===== config.mk =====
export PLATFORM = sky130hd
export DESIGN_NAME = instruction_fetch_unit
export DESIGN_NICKNAME = d
export VERILOG_FILES = /design/src/rtl/riscv_pkg.sv /design/src/rtl/if_id_stage_reg.sv /design/src/rtl/instruction_fetch_unit.sv
export SDC_FILE = /design/constraint.sdc
export NUM_CORES = 1
export LEC_CHECK = 0
export ABC_AREA = 1
export CAP_MARGIN = 20
export CORE_UTILIZATION = 54
export DETAILED_ROUTE_END_ITERATION = 8
export PLACE_DENSITY = 0.94
export RECOVER_POWER = 25
export SLEW_MARGIN = 40
export SYNTH_ARGS = -nofsm -noshare
export SYNTH_HDL_FRONTEND = slang
export SYNTH_SLANG_ARGS = --single-unit

===== constraint.sdc =====
create_clock -name clk -period 6.9 [get_ports clk]
set_clock_uncertainty 0.1 [all_clocks]
set_input_delay 1.725 -clock clk [delete_from_list [all_inputs] [get_ports clk]]
set_output_delay 1.725 -clock clk [all_outputs]
set_load 0.05 [all_outputs]

===== src/rtl/riscv_pkg.sv =====
// Shared fetch-side definitions: address width, instruction size, NOP encoding
// and the fetch controller state type.
package riscv_pkg;
  localparam int unsigned XLEN       = 64;
  localparam int unsigned INST_BYTES = 4;
  localparam logic [31:0] NOP        = 32'h0000_0013;

  typedef enum logic [1:0] {
    BOOT,
    FETCH,
    HALT,
    FAULT
  } fetch_state_t;
endpackage


===== src/rtl/if_id_stage_reg.sv =====
// IF/ID output register with valid/ready handshake and flush.
// The caller only asserts load when the stage is free.
module if_id_stage_reg #(
  parameter int unsigned XLEN = riscv_pkg::XLEN
) (
  input  logic            clk,
  input  logic            reset_n,
  input  logic            flush,
  input  logic            load,
  input  logic            ready,
  input  logic [XLEN-1:0] load_pc,
  input  logic [31:0]     load_instruction,
  output logic            valid,
  output logic [XLEN-1:0] pc,
  output logic [31:0]     instruction
);
  import riscv_pkg::*;

  always_ff @(posedge clk or negedge reset_n) begin
    if (!reset_n) begin
      valid       <= 1'b0;
      pc          <= '0;
      instruction <= NOP;
    end else if (flush) begin
      valid <= 1'b0;
    end else if (load) begin
      valid       <= 1'b1;
      pc          <= load_pc;
      instruction <= load_instruction;
    end else if (ready) begin
      valid <= 1'b0;
    end
  end
endmodule


===== src/rtl/instruction_fetch_unit.sv =====
// Instruction fetch: owns the PC, reads instruction memory combinationally and
// feeds decode through an IF/ID register; handles redirects, end of memory and faults.
module instruction_fetch_unit #(
  parameter int unsigned     XLEN       = riscv_pkg::XLEN,
  parameter logic [XLEN-1:0] RESET_PC   = '0,
  parameter int unsigned     IMEM_BYTES = 132
) (
  input  logic            clk,
  input  logic            reset_n,
  output logic [XLEN-1:0] inst_addr,
  input  logic [31:0]     inst_rdata,
  input  logic            redirect_valid,
  input  logic [XLEN-1:0] redirect_pc,
  output logic            if_valid,
  input  logic            if_ready,
  output logic [XLEN-1:0] if_pc,
  output logic [31:0]     if_instruction,
  output logic            halted,
  output logic            fault,
  output logic [31:0]     fetch_count
);
  import riscv_pkg::*;

  fetch_state_t    state;
  logic [XLEN-1:0] pc;
  logic [XLEN:0]   pc_end;
  logic            xfer;
  logic            free;
  logic            redirect_take;
  logic            redirect_ok;
  logic            past_end;
  logic            capture;

  assign inst_addr     = pc;
  assign xfer          = if_valid && if_ready;
  assign free          = !if_valid || if_ready;
  assign redirect_take = redirect_valid && (state == FETCH || state == HALT);
  assign redirect_ok   = (redirect_pc[1:0] == 2'b00);
  // One extra bit so a PC near the top of the address space cannot wrap into range.
  assign pc_end        = {1'b0, pc} + (XLEN+1)'(INST_BYTES);
  assign past_end      = pc_end > (XLEN+1)'(IMEM_BYTES);
  assign capture       = (state == FETCH) && free && !redirect_take && !past_end;

  always_ff @(posedge clk or negedge reset_n) begin
    if (!reset_n) begin
      state       <= BOOT;
      pc          <= RESET_PC;
      halted      <= 1'b0;
      fault       <= 1'b0;
      fetch_count <= '0;
    end else begin
      if (xfer && fetch_count != '1)
        fetch_count <= fetch_count + 32'd1;

      if (redirect_take) begin
        halted <= 1'b0;
        if (redirect_ok) begin
          pc    <= redirect_pc;
          state <= FETCH;
        end else begin
          state <= FAULT;
          fault <= 1'b1;
        end
      end else begin
        case (state)
          BOOT:  state <= FETCH;
          FETCH: begin
            if (free) begin
              if (past_end) begin
                state  <= HALT;
                halted <= 1'b1;
              end else begin
                pc <= pc + XLEN'(INST_BYTES);
              end
            end
          end
          default: ;
        endcase
      end
    end
  end

  if_id_stage_reg #(
    .XLEN(XLEN)
  ) u_stage (
    .clk              (clk),
    .reset_n          (reset_n),
    .flush            (redirect_take),
    .load             (capture),
    .ready            (if_ready),
    .load_pc          (pc),
    .load_instruction (inst_rdata),
    .valid            (if_valid),
    .pc               (if_pc),
    .instruction      (if_instruction)
  );
endmodule


; ---- Word-level counts from Yosys, hierarchy flattened
; Cells that the tools add are included.
[totals]
inputBits = 100
word_cells = 61
register_bits = 197
output_inout_bits = 195
[op_classes]
reduce_logical = 23
n_bitwise = 2
n_eq_ne = 7
n_lt_le_gt_ge = 1
muxes = 17
n_addsub = 3
[op_table]
columns = cell, n
row1 = 64-bit two-way mux, 5
row2 = 64-bit by 3-bit adder with 65-bit output (second input constant), 1
row3 = 65-bit by 8-bit > comparator with 1-bit output (second input constant), 1
row4 = 64-bit by 3-bit adder with 64-bit output (second input constant), 1
row5 = 32-bit by 1-bit adder with 32-bit output (second input constant), 1
row6 = 32-bit inequality test (second input constant), 1
row7 = 2-bit two-way mux, 4
row8 = 1-bit two-way mux, 7
row9 = 1-bit logical AND, 6
row10 = 3-bit inequality test (second input constant), 2
row11 = 3-bit AND reduction, 2
row12 = 2-bit nonzero test, 3
row13 = 3-bit nonzero test, 2
row14 = 2-bit zero test, 2
row15 = 2-bit one-hot mux with 2 select lines, 1
row16 = 2-bit AND reduction, 2
row17 = 4-bit AND reduction, 1
row18 = 1-bit zero test, 3
row19 = 2-bit by 1-bit == test with 1-bit output (second input constant), 1
row20 = 2-bit == test (second input constant), 1
row21 = 1-bit logical OR, 2
row22 = 2-bit by 1-bit inequality test with 1-bit output (second input constant), 1
row23 = 2-bit inequality test (second input constant), 1
row24 = 1-bit inverter, 2

; ---- Longest topological paths before layout
; Gate-level depths: netlist of the first run.
[depth]
depth_word = 8
mapped_depth = 21
depth_no_buf = 19

; ---- Hierarchy
; From an unflattened synthesis of the first run, not the netlist that was laid out.
[unflattened]
hier_cells = 1571
area_unflattened_um2 = 11184.5
[modules_own_cells]
columns = mod, cells_per_inst, n_inst, area_each_um2
row1 = instruction_fetch_unit, 1150, 1, 7335.8
row2 = if_id_stage_reg, 421, 1, 3848.7

; ---- Least setup slack after synthesis of the first run
; OpenSTA, ideal clock, no wires.
[synth_path]
path_kind = input to register
start = in redirect_valid
end = reg pc[5] (netlist: inst_addr[5])
arrival_ns = 3.119
path_buffers = 2
cell_stages = 10
path_slack_ns = 3.560
path_cell_list = nand2_1 inv_1 clkbuf_1 o21ai_0 inv_1 nor2_1 nand2_2 buf_2 nand2_1 nand2_1
[synth_between]
elab_chain_len = 3
word_cells_on_any_way = 7
[synth_lines]
columns = element, line
row1 = from (decl), instruction_fetch_unit.sv:12  ; input logic redirect_valid,
row2 = 1-bit logical AND *, instruction_fetch_unit.sv:37  ; assign redirect_take = redirect_valid && (state == FETCH || state == HALT);
row3 = 2-bit by 1-bit inequality test with 1-bit output (no source line) (tied with other cells), n/a
row4 = 4-bit AND reduction (no source line), n/a
row5 = to (signal assigned), instruction_fetch_unit.sv:58  ; pc <= redirect_pc;
row6 = to (signal assigned), instruction_fetch_unit.sv:73  ; pc <= pc + XLEN'(INST_BYTES);
row7 = to (decl), instruction_fetch_unit.sv:25  ; logic [XLEN-1:0] pc;
; Mark *: on every way between the ends. The rest lies on a longest branch, timed or not.
; A chain may end at the register's enable or synchronous reset.

==> results of run 1 <==
==> metal layers <==
layer | vias up | global-route usage (%)
met5 | - | 0
met4 | 0 | 21.8
met3 | 184 | 7.77
met2 | 737 | 67.5
met1 | 5933 | 45.8
li1 | 5859 | -
==> power groups by stage <==
stage / Clock [uW] / Sequential [uW] / Combinational (uW)
2_1_floorplan: 0 / 2090 / 1160
3_5_place_dp: 0 / 1680 / 2510
6_report: 1090 / 1680 / 2540
5_1_grt: 1130 / 1700 / 2760
4_1_cts: 1090 / 1660 / 2520
3_3_place_gp: 0 / 1680 / 2430
==> per-stage QoR <==
| stage | util (%) | cells | area (sq um) |
|---|---|---|---|
| final | 73.0 | 2252 | 15400 |
| after global routing | 73.0 | 2251 | 15400 |
| after CTS | 73.0 | 2251 | 15400 |
| after detailed placement | 70.0 | 2219 | 14800 |
| after global placement | 69.8 | 2217 | 14700 |
| after floorplan | - | 1693 | 11600 |
==> cell families (layout without fill, tap and decap cells) <==
group | Yosys count | after routing
other | 0 | 1
AND/OR/NAND/NOR | 1144 | 1144
XOR/XNOR | 40 | 40
adder cells (fa/ha/maj) | 5 | 5
buffers and inverters | 228 | 511
flip-flops | 197 | 197
AO/OA/AOI/OAI | 79 | 79
==> path summary, 6_finish.rpt <==
kind,startpoint,end,slack [ns]
worst max register to register,inst_addr[3],u_stage.instruction[9],2.30
worst min register to register,u_stage.instruction[17],u_stage.instruction[17],0.37
min in group asynchronous,reset_n,inst_addr[48],1.24
worst max-delay path,reset_n,u_stage.pc[36],1.91
worst min-delay path,u_stage.instruction[17],u_stage.instruction[17],0.37
max in group clk,inst_addr[3],u_stage.instruction[9],2.30
==> area by class of cell <==
type / count / area [sq um] / area share (%)
antenna: 1 / 2.50 / 0.0162
tap: 275 / 344 / 2.23
sequential: 197 / 4930 / 32.0
multi-input combinational: 1268 / 5780 / 37.5
clock buffer: 17 / 425 / 2.76
timing repair buffer: 303 / 3040 / 19.7
inverter: 176 / 661 / 4.29
clock inverter: 15 / 218 / 1.41
==> state kept, by name (all words and copies together), names as in the netlist <==
register	cells
fault	1
fetch_count	32
halted	1
inst_addr	64
state	2
u_stage.instruction	32
u_stage.pc	64
u_stage.valid	1
==> synth_stat cells, types with 8 or more instances <==
cell / n
sky130_fd_sc_hd__nand2_1: 632
sky130_fd_sc_hd__buf_2: 22
sky130_fd_sc_hd__nand4_1: 35
sky130_fd_sc_hd__nand3b_1: 15
sky130_fd_sc_hd__o21ai_0: 49
sky130_fd_sc_hd__nor2_2: 9
sky130_fd_sc_hd__dfrtp_1: 194
sky130_fd_sc_hd__nor2_4: 8
sky130_fd_sc_hd__inv_1: 132
sky130_fd_sc_hd__nor3_1: 23
sky130_fd_sc_hd__inv_2: 43
sky130_fd_sc_hd__xnor2_1: 12
sky130_fd_sc_hd__nand3_1: 161
sky130_fd_sc_hd__nor2_1: 204
sky130_fd_sc_hd__xor2_1: 28
sky130_fd_sc_hd__clkbuf_1: 25
sky130_fd_sc_hd__a31oi_1: 16
sky130_fd_sc_hd__nand2_2: 43
==> insert_results.sql, run 1 <==
INSERT INTO impl_metrics (metric_group, metric, value, unit) VALUES
('clock_tree', 'h-tree-depth', '4', ''),
('global_route', 'number_of_global_route_vias_before_repair', '12400', ''),
('critical_path', 'timing.critical_path.from_type', 'input port', ''),
('floorplan', 'die_h', '149', 'um'),
('floorplan', 'starting_density_of_the_core', '55.2', '%'),
('global_route', 'initial_antenna_violation_count', '0', ''),
('clock_tree', 'clock_path_buffers', '2', ''),
('clock_tree', 'ctsResizeCount', '0', ''),
('global_route', 'grt_start_max_net_pins', '97', ''),
('power_and_ir_drop', 'peakVddDrop', '0.000328', 'V'),
('sta', 'post-route-worst-setup-slack', '1.91', 'ns'),
('sta', 'hold-worst-slack', '0.374', 'ns'),
('sta', 'fmax', '200', 'MHz'),
('job', 'maxCapViolations', '1', ''),
('placed_design', 'buffer_ports.inserted', '294', ''),
('critical_path', 'critPathMaxStageDelay', '2.34', 'ns'),
('worst_hold_path', 'holdPathStages', '2', ''),
('detailed_routing', 'drt-met1-wl', '15500', 'um'),
('yosys', 'syn_inst', '1693', ''),
('global_route', 'globalRouteOverflowTotal', '0', ''),
('detailed_routing', 'wl_per_cell', '18.8', 'um'),
('detailed_routing', 'route.final.wire_length', '42300', 'um'),
('sta', 'timing_worst_slew_pin_value', '3.25', 'ns'),
('critical_path', 'cp-end-kind', 'asynchronous set/reset pin', ''),
('critical_path', 'crit_buf_inv', '2', ''),
('clock_tree', 'post_cts_hold_buffer_count', '0', ''),
('detailed_routing', 'via_count', '12700', ''),
('detailed_routing', 'viasPerCell', '5.65', ''),
('critical_path', 'cp_data_arrival_time', '4.73', 'ns'),
('final_layout', 'n_fill_cell', '1606', ''),
('yosys', 'syn-cell-area', '11600', 'sq um'),
('clock_tree', 'tritoncts', 'built', ''),
('placed_design', 'dp_hpwl', '31300', 'um'),
('sta', 'rsz0062_at_grt', 'no', ''),
('critical_path', 'critPathMaxFanout', '89', ''),
('critical_path', 'crit_cells', '2', ''),
('sta', 'report.final.hold_viol_count', '0', ''),
('clock_tree', 'post-cts-setup-buffer-count', '0', ''),
('floorplan', 'die_area', '22100', 'sq um'),
('power_and_ir_drop', 'power.share.combinational', '47.9', '%'),
('yosys', 'synth_area_leaders', 'sky130_fd_sc_hd__dfrtp_1, sky130_fd_sc_hd__nand2_1, sky130_fd_sc_hd__nand3_1', ''),
('detailed_routing', 'highest_layer', 'met4', ''),
('final_layout', 'drive_gt1_share', '7.84', '%'),
('yosys', 'simple_gate_portion_of_the_synthesized_area', '42.2', '%'),
('power_and_ir_drop', 'power_leakage', '0.00748', 'uW'),
('yosys', 'synth_top_family_by_area', 'simple AND/OR/NAND/NOR gates', ''),
('yosys', 'synth_nets', '1798', ''),
('critical_path', 'crit_chain', 'clkbuf_8 -> clkbuf_1', ''),
('power_and_ir_drop', 'p_per_area', '344', 'nW/um^2'),
('yosys', 'synthXorXnorAreaFrac', '3.01', '%'),
('sta', 'final_max_slew_viol_count', '63', ''),
('power_and_ir_drop', 'internal_power', '2600', 'uW'),
('yosys', 'synth-edff-count', '0', ''),
('yosys', 'yosysSeqAreaShare', '42.4', '%'),
('yosys', 'muxShareOfSynthArea', '0', '%'),
('critical_path', 'cp_class', 'input port to asynchronous set/reset pin', ''),
('power_and_ir_drop', 'power', '5300', 'uW'),
('clock_tree', 'cts-buffers-inserted', '17', ''),
('sta', 'finalSetupViolations', '0', ''),
('sta', 'finalWorstPathRequiredPeriod', '4.99', 'ns'),
('floorplan', 'rows', '53', ''),
('detailed_routing', 'met2_wirelength', '20700', 'um'),
('detailed_routing', 'met3_wirelength', '3530', 'um'),
('global_route', 'grt_use_total', '39.2', '%'),
('critical_path', 'depth_of_the_worst_register_to_register_path', '18', ''),
('yosys', 'netlist.area_leader.share', '41.7', '%'),
('run_status', 'failed_checks', 'capacitance limit, slew limit', ''),
('power_and_ir_drop', 'p_sw', '2700', 'uW'),
('run_status', 'status', 'complete, but fails checks', ''),
('floorplan', 'io-pin-count', '295', ''),
('power_and_ir_drop', 'switching_share', '50.9', '%');
Note: power is estimated with default switching activity, not from simulation.
==> run 2: changes to the inputs <==
--- a/config.mk
+++ b/config.mk
@@ -7,9 +7,9 @@
 export LEC_CHECK = 0
 export ABC_AREA = 1
 export CAP_MARGIN = 20
-export CORE_UTILIZATION = 54
+export CORE_UTILIZATION = 50
 export DETAILED_ROUTE_END_ITERATION = 8
-export PLACE_DENSITY = 0.94
+export PLACE_DENSITY = 0.88
 export RECOVER_POWER = 25
 export SLEW_MARGIN = 40
 export SYNTH_ARGS = -nofsm -noshare
==> constraint.sdc (replaced) <==
create_clock -name clk -period 5.07 [get_ports clk]
set_clock_uncertainty 0.1 [all_clocks]
set_input_delay 1.2675 -clock clk [delete_from_list [all_inputs] [get_ports clk]]
set_output_delay 1.2675 -clock clk [all_outputs]
set_load 0.05 [all_outputs]
==> run 2 against run 1 <==
The run still ends with capacitance limit, slew limit left. Via count fell by 2.6%. Wire length fell by 0.49%. Die area increased by 7.9%. First-iteration DRC count increased by 17%. Cell count grew 0.49%. Hold slack worse by 0.0063 ns. Cell area decreased by 0.11%. Count of clock-buffer cells in the layout is the same. Largest cell class unchanged.
==> insert_results.sql, run 2 (synthesis gave the netlist of run 1 again) <==
INSERT INTO impl_metrics (metric_group, metric, value, unit) VALUES
('global_route', 'number_of_global_route_vias_before_repair', '12000', ''),
('detailed_routing', 'via_count', '12400', ''),
('critical_path', 'critical_path.slowest_cell', 'sky130_fd_sc_hd__dfrtp_1', ''),
('critical_path', 'crit_chain', 'nand2_1 -> nor2_4 -> nand2_2 -> nor2_1 -> nand3_1 -> inv_1 -> nand3_1 -> nand2_1 -> nand2_1 -> nor2_1 -> nand2_1 -> nor2_1 -> nand3_2 -> nand2_2 -> nand2_2 -> buf_4 -> nand2_1 -> nand2_1', ''),
('detailed_routing', 'route.antenna.remaining_nets', '0', ''),
('power_and_ir_drop', 'power_leakage', '0.00749', 'uW'),
('placed_design', 'post-place-cells', '2231', ''),
('critical_path', 'timing.critical_path.from_type', 'flop', ''),
('critical_path', 'cp-end-kind', 'flop', ''),
('job', 'maxCapViolations', '1', ''),
('clock_tree', 'post-cts-setup-buffer-count', '0', ''),
('placed_design', 'placed_cell_areas', '14800', 'sq um'),
('floorplan', 'io-pin-count', '295', ''),
('sta', 'final_max_slew_viol_count', '116', ''),
('global_route', 'globalRouteOverflowTotal', '0', ''),
('detailed_routing', 'drc', '0', ''),
('critical_path', 'worst-endpoint-required', '5.31', 'ns'),
('final_layout', 'final_non_filler_cells', '2263', ''),
('detailed_routing', 'firstDrtPassIters', '6', ''),
('clock_tree', 'clock_path_buffers', '2', ''),
('sta', 'finalSetupViolations', '0', ''),
('final_layout', 'most-common-layout-cells', 'sky130_fd_sc_hd__nand2_1, sky130_fd_sc_hd__clkdlybuf4s50_1, sky130_fd_sc_hd__nor2_1, sky130_fd_sc_hd__dfrtp_1, sky130_fd_sc_hd__nand3_1', ''),
('critical_path', 'critPathMaxFanout', '33', ''),
('global_route', 'grt_start_max_net_pins', '116', ''),
('sta', 'finalWorstPathRequiredPeriod', '4.21', 'ns'),
('critical_path', 'crit_top_cell', 'sky130_fd_sc_hd__nand2_1', ''),
('clock_tree', 'post_cts_hold_buffer_count', '0', ''),
('final_layout', 'stdcell_area', '15400', 'sq um'),
('final_layout', 'synthToLayoutAreaGrowth', '32.2', '%'),
('clock_tree', 'clock_sink_count', '197', ''),
('global_route', 'grt_first_pass_wirelength', '66000', 'um'),
('run_status', 'failed_checks', 'capacitance limit, slew limit', ''),
('clock_tree', 'clkLatencyLatePin', '0.46', 'ns'),
('sta', 'rsz0062_at_grt', 'no', ''),
('placed_design', 'gpl.final_weighted_congestion', '1.02', ''),
('sta', 'fmax', '237', 'MHz'),
('power_and_ir_drop', 'p_per_area', '468', 'nW/um^2'),
('critical_path', 'cp_top_family', 'simple AND/OR/NAND/NOR gates', ''),
('sta', 'min_period_over_period', '83.1', '%'),
('floorplan', 'starting_density_of_the_core', '51.3', '%'),
('floorplan', 'die_h', '155', 'um'),
('placed_design', 'dp_hpwl', '32200', 'um'),
('critical_path', 'cp_class', 'flop to flop', ''),
('run_status', 'status', 'complete, but fails checks', ''),
('clock_tree', 'clk_transition_reported_paths', '0.08', 'ns'),
('sta', 'timing_worst_slew_pin_value', '3.00', 'ns'),
('power_and_ir_drop', 'peakVddDrop', '0.000340', 'V'),
('worst_hold_path', 'hold_class', 'flop to flop', ''),
('clock_tree', 'h-tree-depth', '4', ''),
('floorplan', 'rows', '55', ''),
('detailed_routing', 'drtIter0Drc', '1073', ''),
('critical_path', 'critPathMaxStageDelay', '0.64', 'ns'),
('final_layout', 'n_antenna_cell', '0', ''),
('detailed_routing', 'wl_per_cell', '18.6', 'um'),
('final_layout', 'drive_gt1_share', '7.99', '%'),
('floorplan', 'die_area', '23900', 'sq um'),
('global_route', 'grt_use_total', '36.1', '%'),
('floorplan', 'chipWidth', '155', 'um'),
('critical_path', 'cp_data_arrival_time', '4.46', 'ns'),
('clock_tree', 'ctsResizeCount', '0', ''),
('placed_design', 'buffer_ports.inserted', '294', ''),
('sta', 'sum_neg_setup_slack', '0', 'ns'),
('detailed_routing', 'viasPerCell', '5.47', ''),
('clock_tree', 'tritoncts', 'built', ''),
('floorplan', 'floorplan.core_area', '22700', 'sq um'),
('sta', 'slew-limit-headroom', '-99.9', '%'),
('critical_path', 'crit_buf_inv', '2', ''),
('global_route', 'initial_antenna_violation_count', '0', ''),
('final_layout', 'layout_commonest_cell', 'sky130_fd_sc_hd__nand2_1', ''),
('clock_tree', 'cts-buffers-inserted', '17', ''),
('sta', 'report.final.hold_viol_count', '0', ''),
('detailed_routing', 'route.final.wire_length', '42100', 'um'),
('clock_tree', 'root_buffer_cell', 'sky130_fd_sc_hd__clkbuf_16', ''),
('final_layout', 'finish.net_count', '2070', '');
[run 2: cell types whose count changed in the layout (fill, tap and decap cells not counted), sizes merged]
cell	before	now
dlygate4sd3	1	0
inv	186	183
clkinv	5	8
clkbuf	19	21
clkdlybuf4s50	292	293
diode	1	0
[run 2: path summary, 6_finish.rpt]
kind                           startpoint             end  slack (ns)  cells past startpoint
setup / recovery             inst_addr[4]   inst_addr[41]        0.86                     18
hold / removal             u_stage.pc[48]  u_stage.pc[48]        0.37                      2
setup reg to reg             inst_addr[4]   inst_addr[41]        0.86                     18
hold reg to reg            u_stage.pc[48]  u_stage.pc[48]        0.37                      2
max in group asynchronous         reset_n  u_stage.pc[10]        1.16                      2
min in group asynchronous         reset_n   inst_addr[42]        1.68                      1
[run 2: where the power goes]
group / internal (uW) / total [uW] / switching (uW)
logic: 1010 / 3450 / 2440
clock network: 697 / 1480 / 783
registers: 1800 / 2270 / 469
[run 2: metrics by stage]
| stage | hold WS (ns) | setup slack, ns | power (uW) | utilization, % |
|---|---|---|---|---|
| 3_3_place_gp | 0.349 | 1.05 | 5640 | 65.0 |
| 3_5_place_dp | 0.351 | 1.00 | 5680 | 65.0 |
| 6_report | 0.368 | 0.857 | 7200 | 67.8 |
| 2_1_floorplan | 0.342 | 1.96 | 4430 | - |
| 4_1_cts | 0.372 | 1.00 | 7160 | 67.9 |
| 5_1_grt | 0.393 | 0.521 | 7590 | 67.8 |
[run 2: routing by layer]
metal	part of all wire (%)	vias to the layer above	track usage, %
met5	0	-	0
met4	5.0	0	18.8
met3	7.6	124	5.30
met2	48	638	60.4
met1	40	5770	45.4
li1	-	5854	-
[run 2: area by class of cell]
cell class	count	area, sq um
multi-input cells	1268	5770
clock buffers	17	425
well taps	285	357
inverters	176	661
repair buffers	305	3020
flip-flops and latches	197	4930
fillers	1904	7320
clock inverters	15	221
[run 2: tightest hold or removal path, stage by stage (launching register included)]
cell	delay (ns)
sky130_fd_sc_hd__dfrtp_1	0.35
sky130_fd_sc_hd__nand2_1	0.05
sky130_fd_sc_hd__inv_1	0.04
==> run 3: changes to the inputs <==
==> constraint.sdc (replaced) <==
create_clock -name clk -period 4.24 [get_ports clk]
set_clock_uncertainty 0.1 [all_clocks]
set_input_delay 1.06 -clock clk [delete_from_list [all_inputs] [get_ports clk]]
set_output_delay 1.06 -clock clk [all_outputs]
set_load 0.05 [all_outputs]
==> run 3 against run 2 <==
The flow still finishes with violations (capacitance limit, slew limit). Via count down 0.22%. Critical endpoint is now inst_addr[32]. Fmax up 12%. Largest cell class unchanged. First-iteration DRC count down 9.4%. Highest routed layer unchanged. Count of clock-buffer cells in the layout unchanged. Critical path type unchanged.
==> insert_results.sql, run 3 (synthesis gave the netlist of run 1 again) <==
INSERT INTO impl_metrics (metric_group, metric, value, unit) VALUES
('critical_path', 'cp-end-kind', 'flop', ''),
('placed_design', 'gpl.final_weighted_congestion', '1.01', ''),
('global_route', 'number_of_global_route_vias_before_repair', '11700', ''),
('worst_hold_path', 'hold_class', 'flop to flop', ''),
('critical_path', 'timing.critical_path.from_type', 'flop', ''),
('detailed_routing', 'drc', '0', ''),
('global_route', 'grt_use_total', '35.2', '%'),
('floorplan', 'die_h', '155', 'um'),
('floorplan', 'die_area', '23900', 'sq um'),
('global_route', 'initial_antenna_violation_count', '0', ''),
('sta', 'min_period_over_period', '88.6', '%'),
('sta', 'fmax', '266', 'MHz'),
('clock_tree', 'clkLatencyLatePin', '0.46', 'ns'),
('sta', 'finalWorstPathRequiredPeriod', '3.76', 'ns'),
('clock_tree', 'root_buffer_cell', 'sky130_fd_sc_hd__clkbuf_16', ''),
('detailed_routing', 'firstDrtPassIters', '5', ''),
('clock_tree', 'post_cts_hold_buffer_count', '0', ''),
('detailed_routing', 'route.antenna.remaining_nets', '0', ''),
('sta', 'final_max_slew_viol_count', '89', ''),
('sta', 'report.final.hold_viol_count', '0', ''),
('detailed_routing', 'wl_per_cell', '18.3', 'um'),
('critical_path', 'cp_data_arrival_time', '4.06', 'ns'),
('sta', 'sum_neg_setup_slack', '0', 'ns'),
('power_and_ir_drop', 'power', '8660', 'uW'),
('critical_path', 'worst-endpoint-required', '4.54', 'ns'),
('floorplan', 'starting_density_of_the_core', '51.3', '%'),
('clock_tree', 'clock_path_buffers', '2', ''),
('power_and_ir_drop', 'p_per_area', '560', 'nW/um^2'),
('clock_tree', 'tritoncts', 'built', ''),
('floorplan', 'floorplan.core_area', '22700', 'sq um'),
('global_route', 'globalRouteOverflowTotal', '0', ''),
('floorplan', 'rows', '55', ''),
('sta', 'rsz0062_at_grt', 'no', ''),
('job', 'maxCapViolations', '1', ''),
('run_status', 'failed_checks', 'capacitance limit, slew limit', ''),
('critical_path', 'critPathMaxFanout', '41', ''),
('clock_tree', 'ctsResizeCount', '0', ''),
('clock_tree', 'clock_sink_count', '197', ''),
('clock_tree', 'post-cts-setup-buffer-count', '0', ''),
('sta', 'timing_worst_slew_pin_value', '2.18', 'ns'),
('final_layout', 'most-common-layout-cells', 'sky130_fd_sc_hd__nand2_1, sky130_fd_sc_hd__clkdlybuf4s50_1, sky130_fd_sc_hd__nor2_1, sky130_fd_sc_hd__dfrtp_1, sky130_fd_sc_hd__nand3_1', ''),
('sta', 'slew-limit-headroom', '-45.2', '%'),
('final_layout', 'finish.net_count', '2076', ''),
('floorplan', 'chipWidth', '155', 'um'),
('clock_tree', 'clk_transition_reported_paths', '0.09', 'ns'),
('detailed_routing', 'drtIter0Drc', '972', ''),
('critical_path', 'cp_class', 'flop to flop', ''),
('clock_tree', 'cts-buffers-inserted', '17', ''),
('final_layout', 'drive_gt1_share', '8.27', '%'),
('global_route', 'grt_start_max_net_pins', '97', ''),
('sta', 'finalSetupViolations', '0', ''),
('global_route', 'grt_first_pass_wirelength', '64700', 'um'),
('placed_design', 'dp_hpwl', '31900', 'um'),
('clock_tree', 'h-tree-depth', '4', ''),
('run_status', 'status', 'complete, but fails checks', ''),
('power_and_ir_drop', 'peakVddDrop', '0.000591', 'V'),
('final_layout', 'layout_commonest_cell', 'sky130_fd_sc_hd__nand2_1', ''),
('final_layout', 'synthToLayoutAreaGrowth', '32.7', '%'),
('placed_design', 'buffer_ports.inserted', '294', ''),
('floorplan', 'io-pin-count', '295', ''),
('detailed_routing', 'via_count', '12400', ''),
('detailed_routing', 'route.final.wire_length', '41400', 'um'),
('power_and_ir_drop', 'power_leakage', '0.00753', 'uW'),
('detailed_routing', 'viasPerCell', '5.45', ''),
('final_layout', 'n_antenna_cell', '0', '');
## run 3: cell count changes in the layout (fill, tap and decap cells not counted)
cell	delta
sky130_fd_sc_hd__buf_6	-1
sky130_fd_sc_hd__buf_4	+8
sky130_fd_sc_hd__inv_8	+1
sky130_fd_sc_hd__inv_6	-1
sky130_fd_sc_hd__inv_16	+1
sky130_fd_sc_hd__clkinv_8	-2
sky130_fd_sc_hd__clkbuf_4	+1
sky130_fd_sc_hd__clkbuf_2	-3
sky130_fd_sc_hd__buf_12	+1
sky130_fd_sc_hd__inv_12	+1
## run 3: layer usage
layer  GRT usage [%]  wire length, um  share of wire, %
met5               0                0                 0
met4            18.0             1920               4.6
met3            5.27             3150               7.6
met2            59.6            19900                48
met1            43.8            16500                40
## run 3: critical path, cell delays in order (launching register included)
cell and delay (ns):
sky130_fd_sc_hd__dfrtp_1 0.52, sky130_fd_sc_hd__ha_1 0.29, sky130_fd_sc_hd__inv_1 0.09, sky130_fd_sc_hd__nor2_4 0.20
sky130_fd_sc_hd__nand2_4 0.12, sky130_fd_sc_hd__nor2_2 0.24, sky130_fd_sc_hd__nand2_1 0.20, sky130_fd_sc_hd__nor2_1 0.31
sky130_fd_sc_hd__nand3_1 0.12, sky130_fd_sc_hd__nand2_1 0.13, sky130_fd_sc_hd__nand2_1 0.07, sky130_fd_sc_hd__nor2_1 0.09
sky130_fd_sc_hd__nand2_1 0.07, sky130_fd_sc_hd__nor2_1 0.18, sky130_fd_sc_hd__nand3_2 0.15, sky130_fd_sc_hd__nand2_2 0.11
sky130_fd_sc_hd__buf_4 0.40, sky130_fd_sc_hd__nand3_1 0.16, sky130_fd_sc_hd__nand2_1 0.11
## run 3: worst paths after layout
kind	from	to	slack, ns	cells after the start
max	inst_addr[2]	inst_addr[32]	0.48	18
min	u_stage.pc[45]	u_stage.pc[45]	0.37	2
max reg2reg	inst_addr[2]	inst_addr[32]	0.48	18
min reg2reg	u_stage.pc[45]	u_stage.pc[45]	0.37	2
max in group asynchronous	reset_n	u_stage.pc[35]	0.72	2
min in group asynchronous	reset_n	inst_addr[48]	1.12	1
## run 3: report_power, final
part	switching, uW	total [uW]	internal [uW]
clock	942	1790	844
combinational	2940	4180	1240
sequential	538	2690	2150
## run 3: area by class of cell
cell class                 count  area [sq um]
clock buffer                  17           425
clock inverter                15           228
fill                        1977          7260
inverter                     176           661
multi-input combinational   1268          5770
sequential                   197          4930
tap                          285           357
timing repair buffer         311          3080
## run 3: stage by stage
stage          utilization [%]  hold WS, ns  area (sq um)  instances  setup slack, ns
3_5_place_dp              65.3        0.354         14800       2237            0.476
5_1_grt                   68.0        0.388         15500       2269            0.155
3_3_place_gp              65.3        0.349         14800       2237            0.497
6_report                  68.0        0.373         15500       2269            0.482
2_1_floorplan                -        0.342         11600       1693             1.13
4_1_cts                   68.1        0.375         15500       2269            0.560
